## config.mk

```make
export PLATFORM = sky130hd
export DESIGN_NAME = soc_bram_arb
export DESIGN_NICKNAME = d
export VERILOG_FILES = /design/src/rtl/soc_bram_arb.sv
export SDC_FILE = /design/constraint.sdc
export NUM_CORES = 1
export LEC_CHECK = 0
export BUFFER_PORTS_ARGS = -buffer_cell sky130_fd_sc_hd__buf_2
export CORE_UTILIZATION = 45
export DETAILED_ROUTE_END_ITERATION = 6
export PLACE_DENSITY = 0.77
export SLEW_MARGIN = 20
export SYNTH_ARGS = -nofsm -noshare
export SYNTH_HDL_FRONTEND = slang
export SYNTH_SLANG_ARGS = --single-unit
```

## constraint.sdc

```tcl
create_clock -name i_clk -period 1.95 [get_ports i_clk]
set_input_delay 0.195 -clock i_clk [delete_from_list [all_inputs] [get_ports i_clk]]
set_output_delay 0.195 -clock i_clk [all_outputs]
set_load 0.02 [all_outputs]
```

## src/rtl/soc_bram_arb.sv

```systemverilog
// soc_bram_arb: round-robin arbiter sharing one 32-bit BRAM controller between fetch (0) and data (1) ports.
// Define SOC_BRAM_ARB_TIMEOUT_EN to add a downstream ack timeout that completes with o_err and all-ones data.
module soc_bram_arb #(
    parameter int AW      = 8,
    parameter int TIMEOUT = 15
) (
    input  logic          i_clk,
    input  logic          i_reset,
    input  logic          i_stb0,
    input  logic [AW-1:0] i_addr0,
    input  logic          i_rw0,
    input  logic [31:0]   i_dwrite0,
    output logic          o_ack0,
    output logic [31:0]   o_dread0,
    input  logic          i_stb1,
    input  logic [AW-1:0] i_addr1,
    input  logic          i_rw1,
    input  logic [31:0]   i_dwrite1,
    output logic          o_ack1,
    output logic [31:0]   o_dread1,
    output logic          o_stb,
    output logic [AW-1:0] o_addr,
    output logic          o_rw,
    output logic [31:0]   o_dwrite,
    input  logic          i_ack,
    input  logic [31:0]   i_dread,
    output logic          o_err
);

    typedef enum logic [1:0] {S_IDLE, S_REQ, S_WAIT, S_DONE} state_t;

    state_t        state_q, state_d;
    logic          last_q, last_d;
    logic          gnt_q, gnt_d;
    logic          stb_q, stb_d;
    logic [AW-1:0] addr_q, addr_d;
    logic          rw_q, rw_d;
    logic [31:0]   dwrite_q, dwrite_d;
    logic          ack0_q, ack0_d;
    logic          ack1_q, ack1_d;
    logic [31:0]   dread0_q, dread0_d;
    logic [31:0]   dread1_q, dread1_d;
    logic          pick;

`ifdef SOC_BRAM_ARB_TIMEOUT_EN
    localparam int CW = $clog2(TIMEOUT + 1);
    logic [CW-1:0] cnt_q, cnt_d;
    logic          err_q, err_d;
    logic          timeout;
    assign timeout = (cnt_q == CW'(TIMEOUT - 1));
`else
    // Keeps the timeout parameter referenced when the feature is compiled out.
    logic unused_timeout;
    assign unused_timeout = ^TIMEOUT;
`endif

    // Arbitration, transaction sequencing and completion capture.
    always_comb begin
        state_d  = state_q;
        last_d   = last_q;
        gnt_d    = gnt_q;
        stb_d    = 1'b0;
        addr_d   = addr_q;
        rw_d     = rw_q;
        dwrite_d = dwrite_q;
        ack0_d   = 1'b0;
        ack1_d   = 1'b0;
        dread0_d = dread0_q;
        dread1_d = dread1_q;
        pick     = 1'b0;
`ifdef SOC_BRAM_ARB_TIMEOUT_EN
        cnt_d    = cnt_q;
        err_d    = 1'b0;
`endif
        unique case (state_q)
            S_IDLE: begin
                if (i_stb0 || i_stb1) begin
                    pick     = (i_stb0 && i_stb1) ? ~last_q : i_stb1;
                    gnt_d    = pick;
                    last_d   = pick;
                    addr_d   = pick ? i_addr1 : i_addr0;
                    rw_d     = pick ? i_rw1 : i_rw0;
                    dwrite_d = pick ? i_dwrite1 : i_dwrite0;
                    stb_d    = 1'b1;
                    state_d  = S_REQ;
`ifdef SOC_BRAM_ARB_TIMEOUT_EN
                    cnt_d    = '0;
`endif
                end
            end
            S_REQ, S_WAIT: begin
                state_d = S_WAIT;
                if (i_ack) begin
                    if (gnt_q) begin
                        dread1_d = i_dread;
                        ack1_d   = 1'b1;
                    end else begin
                        dread0_d = i_dread;
                        ack0_d   = 1'b1;
                    end
                    state_d = S_DONE;
                end
`ifdef SOC_BRAM_ARB_TIMEOUT_EN
                else if (timeout) begin
                    if (gnt_q) begin
                        dread1_d = 32'hFFFF_FFFF;
                        ack1_d   = 1'b1;
                    end else begin
                        dread0_d = 32'hFFFF_FFFF;
                        ack0_d   = 1'b1;
                    end
                    err_d   = 1'b1;
                    state_d = S_DONE;
                end else begin
                    cnt_d = cnt_q + 1'b1;
                end
`endif
            end
            S_DONE: begin
                state_d = S_IDLE;
            end
            default: begin
                state_d = S_IDLE;
            end
        endcase
    end

    // State and registered outputs; reset restores port 0 priority on the first tie.
    always_ff @(posedge i_clk) begin
        if (i_reset) begin
            state_q  <= S_IDLE;
            last_q   <= 1'b1;
            gnt_q    <= 1'b0;
            stb_q    <= 1'b0;
            addr_q   <= '0;
            rw_q     <= 1'b0;
            dwrite_q <= '0;
            ack0_q   <= 1'b0;
            ack1_q   <= 1'b0;
            dread0_q <= '0;
            dread1_q <= '0;
`ifdef SOC_BRAM_ARB_TIMEOUT_EN
            cnt_q    <= '0;
            err_q    <= 1'b0;
`endif
        end else begin
            state_q  <= state_d;
            last_q   <= last_d;
            gnt_q    <= gnt_d;
            stb_q    <= stb_d;
            addr_q   <= addr_d;
            rw_q     <= rw_d;
            dwrite_q <= dwrite_d;
            ack0_q   <= ack0_d;
            ack1_q   <= ack1_d;
            dread0_q <= dread0_d;
            dread1_q <= dread1_d;
`ifdef SOC_BRAM_ARB_TIMEOUT_EN
            cnt_q    <= cnt_d;
            err_q    <= err_d;
`endif
        end
    end

    assign o_stb    = stb_q;
    assign o_addr   = addr_q;
    assign o_rw     = rw_q;
    assign o_dwrite = dwrite_q;
    assign o_ack0   = ack0_q;
    assign o_ack1   = ack1_q;
    assign o_dread0 = dread0_q;
    assign o_dread1 = dread1_q;
`ifdef SOC_BRAM_ARB_TIMEOUT_EN
    assign o_err    = err_q;
`else
    assign o_err    = 1'b0;
`endif

endmodule

```

==> results.cfg <==
[synthesis]
synth_compound_area_share_pct = 24.73
synth_cell_types = 27
synth_top_family_by_area = compound AO/OA/AOI/OAI gates
async_reset_ff_share_pct = 0
syn_inst = 540
synth-warning-count = 0
synthMuxAreaShare_pct = 0.2251
syn_avg_cell_area_um2 = 8.235
synthTopCellsByArea = dfxtp_1 50%, nand2_1 14%, a21oi_1 12%
synth-xor-area-share_pct = 0
synth-simple-area-share_pct = 19.27
synth_edf_count = 0
yosysTopAreaCellShare_pct = 50.42
ys_seq_area_share_pct = 50.42
ys.flop_type = dfxtp_1
synth_adder_area_share_pct = 0.5627
ys_ff_latch = 112
synth.most_common_cell = nand2_1
synthTopCellsByCount = 169 x nand2_1, 112 x dfxtp_1, 107 x a21oi_1
syn_nets = 661
synth_largest_area_cell = dfxtp_1
synth_area_mm2 = 0.004447

[timing]
finalSetupViolations = 0
final-max-slew-violation-count = 0
rsz0062_at_grt = no
setup_slack_ps = 369.3
hold_viol = 0
fmax_mhz = 632.6
clock_skew_ps = 19.53
worst_slew_pin_slew_ps = 554.8
fin_crit_sh_pct = 81.06
setup_tns_ps = 0
slew-limit-headroom_pct = 63.02
fin_crit_ps = 1581

[setup_path]
rr_worst_depth = 6
r2r_slack_ps = 370
regToRegStartpoint = state_q[0]
cp_cell_sequence = inv_1 > ha_1 > nand3_1 > buf_4 > nand2_1 > a21oi_1
end_kind = flop
worst_ep_arrival_time_ps = 1890
worstPathMaxFanout = 33
path_class = reg2reg
reg2reg_to = o_dread1[22]
max_stage_delay_ps = 370
crit_required_ps = 2260
cp-start-kind = flop
critPathSlowestCell = dfxtp_1
startpoint = state_q[0]

[drt]
detail_route.wl_per_cell_um = 13.87
route.detailed.drc = 0
wirelength_um = 12180
dr_total_vias = 4459
vias_per_cell = 5.079
drtPass1Iterations = 4
dr.first_iter.drc_count = 101
final_antenna_net_count = 0

[power_and_ir_drop]
leakage_nw = 2.734
p_comb_share_pct = 44.2
p_int_mw = 4.641
power_switching_mw = 3.457
swShare_pct = 42.70
irDropWorstVdd_v = 0.0008045
p_seq_share_pct = 38.9
total_power_mw = 8.098
power_per_cell_area_mw_per_mm2 = 1376
pwr-share-clk_pct = 16.9

[grt]
grt_max_degree = 59
grtUsageMet2_pct = 43.64
busiest_layer = met2
grt_pass1_vias = 4352
gr-total-overflow = 0
grtUsageMet3_pct = 8.144
grt_util_all_layers_pct = 23.53
antenna_found_initial = 0
grt_pass1_wl_um = 19140
globalRouteMet1Util_pct = 24.81

[placement]
place_ws_ps = 361.1
port_buffers = 226
gp_congestion = 0.7349
place_area_mm2 = 0.005685
hpwl_um = 8824

[min_path]
min_from = i_dread[18]
hp-class = in2reg
hold_end = o_dread1[18]
worstHoldPathCells = 3

[floorplanning]
die_w_um = 101.4
core.rowCount = 35
coreArea_mm2 = 0.009415
die_h_um = 101.4
ios = 228
start_util_pct = 47.23
die-area_mm2 = 0.01028

[clock_tree]
hold_buffers = 0
ctsResizeCount = 0
tritoncts = done
cts_buffers = 9
cts.htree.levels = 3
root_buffer = clkbuf_8
clockBufferDepth = 2
worstSkewPairLatency_ps = 370
cts.sinks = 112
path_clk_slew_ps = 120
cts_setup_buffers = 0

[finish]
area_delta_synth_final_pct = 32.36
drive_above_1_share_pct = 39.39
finalNetCount = 865
finalInstanceArea_mm2 = 0.005886
final_util_pct = 62.51
num_antenna_cells = 0

[run]
maxCapViolCount = 0

[status]
status = complete, no violations
==> area by class of cell <==
type	instances	area [um2]
Fill cell	825	3530
Sequential cell	112	2242
Multi-Input combinational cell	382	1996
Timing Repair Buffer	237	1279
Tap cell	129	161.4
Clock buffer	9	123.9
Clock inverter	7	76.32
Inverter	2	7.507
==> layer usage <==
layer | up-vias | share of wire (%)
met4 | 0 | 1.8
li1 | 2202 | -
met3 | 20 | 8.7
met1 | 2046 | 40
met5 | - | 0
met2 | 191 | 49
==> flip-flops by register name (all words and copies together) (netlist names) <==
register / flops
gnt_q: 1
last_q: 1
o_ack0: 1
o_ack1: 1
o_addr: 8
o_dread0: 32
o_dread1: 32
o_dwrite: 32
o_rw: 1
o_stb: 1
state_q: 2
==> worst max-delay path by stage <==
stage	endpoint	depth (start not counted)	slack [ps]
floorplan	o_dread0[26]	6	500
global placement	o_dread1[19]	6	460
detailed placement	o_dwrite[2]	6	360
CTS	o_dread0[2]	6	350
global route	o_dwrite[14]	6	200
finish	o_dread1[22]	6	370
==> per-stage QoR <==
stage	hold WS [ps]	std cells
3_5_place_dp	443.6	862
2_1_floorplan	331.0	540
3_3_place_gp	438.6	862
6_report	56.46	878
5_1_grt	48.18	878
4_1_cts	42.32	878
==> worst max-delay path, delay by kind of cell (launching register included) <==
kind                     cells  cell delay (ps)
AO/OA/AOI/OAI                1              160
adder cells (fa/ha/maj)      1              370
flip-flops                   1              370
buffers and inverters        2              400
AND/OR/NAND/NOR              2              230
==> placed cells by master (no fill, tap or decap), drive strengths merged, types with 2 or more instances in the layout <==
cell type,count
nand2,169
dfxtp,112
a211oi,42
nor2,48
clkinv,4
inv,5
a21oi,107
clkbuf,9
ha,2
buf,237
==> cells by family after synthesis <==
family | after synthesis
and+or+nand+nor | 223
other | 1
buffers and inverters | 46
muxes | 1
adders and majority gates | 2
AOI/OAI and AO/OA | 155
DFF | 112
==> power by group through the flow <==
| stage | combinational [mW] | sequential, mW | clock (mW) |
|---|---|---|---|
| floorplan | 1.85 | 3.82 | 0 |
| global placement | 3.51 | 3.17 | 0 |
| detailed placement | 3.62 | 3.20 | 0 |
| CTS | 3.62 | 3.15 | 1.40 |
| global route | 3.94 | 3.21 | 1.49 |
| finish | 3.58 | 3.15 | 1.37 |
Note: power is estimated with default switching activity, not from simulation.
